File: config.mk
export PLATFORM = sky130hd
export DESIGN_NAME = inst_axi_rd_bridge
export DESIGN_NICKNAME = d
export VERILOG_FILES = /design/src/rtl/inst_axi_rd_bridge.sv
export SDC_FILE = /design/constraint.sdc
export NUM_CORES = 1
export LEC_CHECK = 0
export BUFFER_PORTS_ARGS = -buffer_cell sky130_fd_sc_hd__buf_4
export CAP_MARGIN = 0
export CORE_MARGIN = 2
export CORE_UTILIZATION = 48
export CTS_BUF_LIST = sky130_fd_sc_hd__clkbuf_8
export CTS_CLUSTER_DIAMETER = 120
export DETAILED_ROUTE_END_ITERATION = 12
export GPL_TIMING_DRIVEN = 0
export PLACE_DENSITY = 0.85
export RECOVER_POWER = 50
export SYNTH_ARGS = -nofsm -noshare
export SYNTH_HDL_FRONTEND = slang
export SYNTH_SLANG_ARGS = --single-unit
export TNS_END_PERCENT = 30
File: constraint.sdc
create_clock -name clk -period 3.1 [get_ports clk]
set_clock_uncertainty 0.05 [all_clocks]
set_input_delay 0.31 -clock clk [delete_from_list [all_inputs] [get_ports clk]]
set_output_delay 0.31 -clock clk [all_outputs]
set_load 0.01 [all_outputs]
File: src/rtl/inst_axi_rd_bridge.sv
`default_nettype none
// ============================================================================
// Module   : inst_axi_rd_bridge
// Brief    : Instruction-fetch SRAM-like responder to single-beat AXI4 reads.
//            Up to DEPTH fetches may be outstanding. Data returns in request
//            order because all reads use one ID.
//            Optional macro INST_AXI_FLUSH_EN adds a `flush` input. When
//            flush is asserted, the data of every fetch still in flight is
//            discarded.
// Revision : 1.0 - initial release
// ============================================================================
module inst_axi_rd_bridge #(
  parameter int         DEPTH  = 2,
  parameter logic [3:0] AXI_ID = 4'd0
) (
  input  logic        clk,
  input  logic        reset,
  input  logic        inst_sram_req,
  input  logic        inst_sram_wr,
  input  logic [1:0]  inst_sram_size,
  input  logic [31:0] inst_sram_addr,
  input  logic        inst_cache,
  output logic        inst_sram_addr_ok,
  output logic        inst_sram_data_ok,
  output logic [31:0] inst_sram_rdata,
  output logic [3:0]  arid,
  output logic [31:0] araddr,
  output logic [7:0]  arlen,
  output logic [2:0]  arsize,
  output logic [1:0]  arburst,
  output logic [3:0]  arcache,
  output logic        arvalid,
  input  logic        arready,
  input  logic [3:0]  rid,
  input  logic [31:0] rdata,
  input  logic [1:0]  rresp,
  input  logic        rlast,
  input  logic        rvalid,
  output logic        rready
`ifdef INST_AXI_FLUSH_EN
  ,
  input  logic        flush
`endif
);

  localparam int            CW      = $clog2(DEPTH + 1);
  localparam logic [CW-1:0] DEPTH_C = CW'(DEPTH);

  logic [CW-1:0] cnt;
  logic          accept;
  logic          retire;
  logic          dec;
  logic          drop;
  logic          flush_now;

  // rid and rresp are deliberately ignored: one ID, errors forwarded as data
  logic unused_rsig;
  assign unused_rsig = &{1'b0, rid, rresp};

  assign arid    = AXI_ID;
  assign arlen   = 8'd0;
  assign arburst = 2'b01;
  assign rready  = !reset;

  assign retire = rvalid && rready && rlast;
  // Never count below zero; stray beats are untracked
  assign dec    = retire && (cnt != '0);

  assign inst_sram_addr_ok = inst_sram_req && !inst_sram_wr && (cnt < DEPTH_C)
                             && (!arvalid || arready) && !flush_now;
  assign accept = inst_sram_addr_ok;

`ifdef INST_AXI_FLUSH_EN
  logic [CW-1:0] drop_cnt;

  assign flush_now = flush;
  assign drop      = retire && (drop_cnt != '0);

  // Count beats still owed to fetches that were killed by a flush
  always_ff @(posedge clk) begin
    if (reset) begin
      drop_cnt <= '0;
    end else if (flush) begin
      drop_cnt <= cnt - CW'(dec);
    end else if (drop) begin
      drop_cnt <= drop_cnt - CW'(1);
    end
  end
`else
  assign flush_now = 1'b0;
  assign drop      = 1'b0;
`endif

  // Outstanding-fetch counter: accept and retire in one cycle cancel out
  always_ff @(posedge clk) begin
    if (reset) begin
      cnt <= '0;
    end else begin
      cnt <= cnt + CW'(accept) - CW'(dec);
    end
  end

  // AR channel: load on accept, hold until arready, chain back-to-back
  always_ff @(posedge clk) begin
    if (reset) begin
      arvalid <= 1'b0;
      araddr  <= 32'd0;
      arsize  <= 3'b010;
      arcache <= 4'b0000;
    end else if (accept) begin
      arvalid <= 1'b1;
      araddr  <= inst_sram_addr;
      arsize  <= {1'b0, inst_sram_size};
      arcache <= inst_cache ? 4'b1111 : 4'b0000;
    end else if (arready) begin
      arvalid <= 1'b0;
    end
  end

  // R channel: capture each delivered beat and pulse data_ok for one cycle
  always_ff @(posedge clk) begin
    if (reset) begin
      inst_sram_data_ok <= 1'b0;
      inst_sram_rdata   <= 32'd0;
    end else begin
      inst_sram_data_ok <= retire && !drop;
      if (retire && !drop) begin
        inst_sram_rdata <= rdata;
      end
    end
  end

endmodule
`default_nettype wire

==> results.md <==
- Final Cycle Share: 65.2%
- Hold Vio Cnt, Final: 0
- I/O pin cnt: 169
- Vias in the first global route: 2567
- Worst skew pair latency: 0.33 ns
- Ys Warns: 0
- First-pass GRT wire length: 11200 um
- Pwr/cell area: 515 mW/mm^2
- Layout cells sized above 1: 28.0%
- Critical Path Max Stage Delay: 0.41 ns
- Netlist cell types: 22
- RSZ-0062 raised after global routing: false
- CP Capture Type: output pin
- CP Cell Sequence: or3b_1 -> nor2b_4 -> buf_12 -> buf_12 -> buf_4
- Most common cell after layout, fill and taps aside: nand2_1
- Num CTS Buffers: 9
- P_leak: 1.86 nW
- N_diodes: 0
- Fmax achieved: 495 MHz
- Gpl congestion: 0.736
- Initial DRT Pass Iterations: 4
- Reg-to-reg startpoint: cnt[1]
- Initial antenna violation count: 0
- Drt via density: 4.67
- CTS Sinks: 71
- Synth area leader: dfxtp_1
- Outcome: completed
- Port buffer count: 147
- CTS tree: done
- Die height: 81.0 um
- Sequential-to-total area share from yosys stat: 49.9%
- Core Area: 0.00582 sq mm
- Worst hold path class: input pin to flop
- Die ar.: 0.00657 sq mm
- Max-Cap Viols: 0
- Drt first-iter violations: 110
- Final instance area: 0.00414 sq mm
- Post-CTS sizing: 0
- Most common cell on crit path: buf_12
- WL final: 7260 um
- Chip Width: 81.0 um
- Crit path kind: flop to output pin
- GRT Residual Overflow: 0
- Post-route DRC: 0
- Crit-path max FO: 11
- Root buf cell: clkbuf_8
- HPWL after DPL: 5560 um
- Final Max Tran Viols: 0
- Mapped Area: 0.00285 sq mm
- Final worst path period need: 2.02 ns
- Reg-to-reg endpoint: cnt[0]
- Antenna Nets Post-Route: 0
- Most frequent cells in the layout: nand2_1 (133), buf_4 (119), dfxtp_1 (71)
- Hold_buf cts: 0
- R2r worst-path depth: 6
- Final Net Count: 584
- Largest net degree at the start of global routing: 14
- Top post-synthesis cells by area: dfxtp_1 (50%), nand2_1 (18%), mux2i_1 (12%)
- Max clock buf depth: 2
- Worst Min Path Start: rdata[13]
- Syn_area_per_cell: 8.60 sq um
- Inst Count DP: 566
- Post-route insts no fill: 582
- Power consumption: 2.13 mW
- Syn Inst Count: 331
- Global Route Usage Sum: 21.9%
- Std cell rows: 28
- Maximum vdd drop: 0.000369 V
- Worst reg-to-reg setup slack: 1.38 ns
- CP Launch Type: flop
- Setup Buffers After CTS: 0
- WL/cell: 12.5 um
- Fillers: 487
- Area Growth Syn to Fin: 45.5%
- Starting Density: 49.0%
- CP max-delay cell: or3b_1
- Top-area cell type share of the netlist area: 49.9%
- Post-place instance area: 0.00409 sq mm
- Clock-pin slew on the worst setup and hold paths: 0.08 ns
- H-tree levels: 3
- Hold path endpoint: inst_sram_rdata[13]
- Total negative setup slack: 0 ns
- Req. time, crit path: 2.74 ns
- Critical path arrival: 1.66 ns
- Hold Path Stages: 3
- Vias after detailed routing: 2717
- Setup Viol. Count Final: 0
- Yosys reg bits: 71
layer usage:
metal / up-vias / share of wire (%) / GRT usage (%)
met4: 0 / 1.2 / 7.12
met2: 117 / 49 / 37.3
met3: 8 / 11 / 8.11
met5: - / 0 / 0
met1: 1233 / 39 / 25.4
li1: 1359 / - / -
flip-flops by register name, summed over array words and instances, names as in the netlist:
signal             flops
inst_sram_rdata       32
arsize                 2
inst_sram_data_ok      1
arcache                1
araddr                32
arvalid                1
cnt                    2
Yosys cell counts:
cell / number
nor2_1: 4
nand2_1: 133
clkbuf_1: 15
or3b_4: 1
a21oi_1: 33
xor2_1: 1
nor2b_4: 1
buf_12: 4
buf_4: 18
o21a_1: 1
conb_1: 2
mux2i_1: 35
xnor2_1: 1
nor2b_1: 1
dfxtp_1: 71
ha_1: 2
and2_1: 1
nand2b_1: 1
inv_1: 2
clkinv_1: 1
buf_1: 2
buf_2: 1
worst max-delay path, delay by kind of cell (launching register included):
kind,cells,cell delay (ns)
buf+inv,3,0.43
flops,1,0.34
simple gates,2,0.56
area by class of cell:
type / instances / area, sq um / share of cell area [%]
inverter: 3 / 11.3 / 0.272
tap: 75 / 93.8 / 2.26
clock inverter: 7 / 97.6 / 2.36
multi-input combinational: 230 / 1180 / 28.4
sequential: 71 / 1420 / 34.3
clock buffer: 9 / 124 / 2.99
buffer: 40 / 284 / 6.85
timing repair buffer: 147 / 935 / 22.6
cells by family after synthesis:
family	after synthesis	share of synthesized area [%]
fa+ha+maj	2	0.879
simple gates	142	19.6
flops	71	49.9
xor+xnor	2	0.615
mux	35	12.3
compound gates	34	6.06
buf+inv	43	10.4
other cells	2	0.264
power by group:
part           switching, mW  leakage [nW]  internal (mW)
Sequential            0.0264         0.581          0.963
Combinational          0.161          1.17          0.175
Clock                  0.354         0.105          0.454
Total                  0.542          1.86           1.59
worst max-delay path by stage:
stage                             end  slack, ns          from
floorplan                      cnt[0]       1.46  inst_sram_wr
global placement               cnt[0]       1.23         reset
detailed placement             cnt[1]       1.19         reset
CTS                 inst_sram_addr_ok       1.08        cnt[1]
global route        inst_sram_addr_ok        1.0        cnt[1]
finish              inst_sram_addr_ok       1.08        cnt[1]
per-stage QoR:
stage                     worst slack (ns)  util [%]  hold slack [ns]
after floorplan                       1.46         -            0.396
after global placement                1.23      70.4            0.392
after detailed placement              1.19      70.4            0.397
after CTS                             1.08      74.2            0.148
after global routing                 0.998      71.3            0.152
final                                 1.08      71.3            0.162
Power figures use the tool's default switching activity.
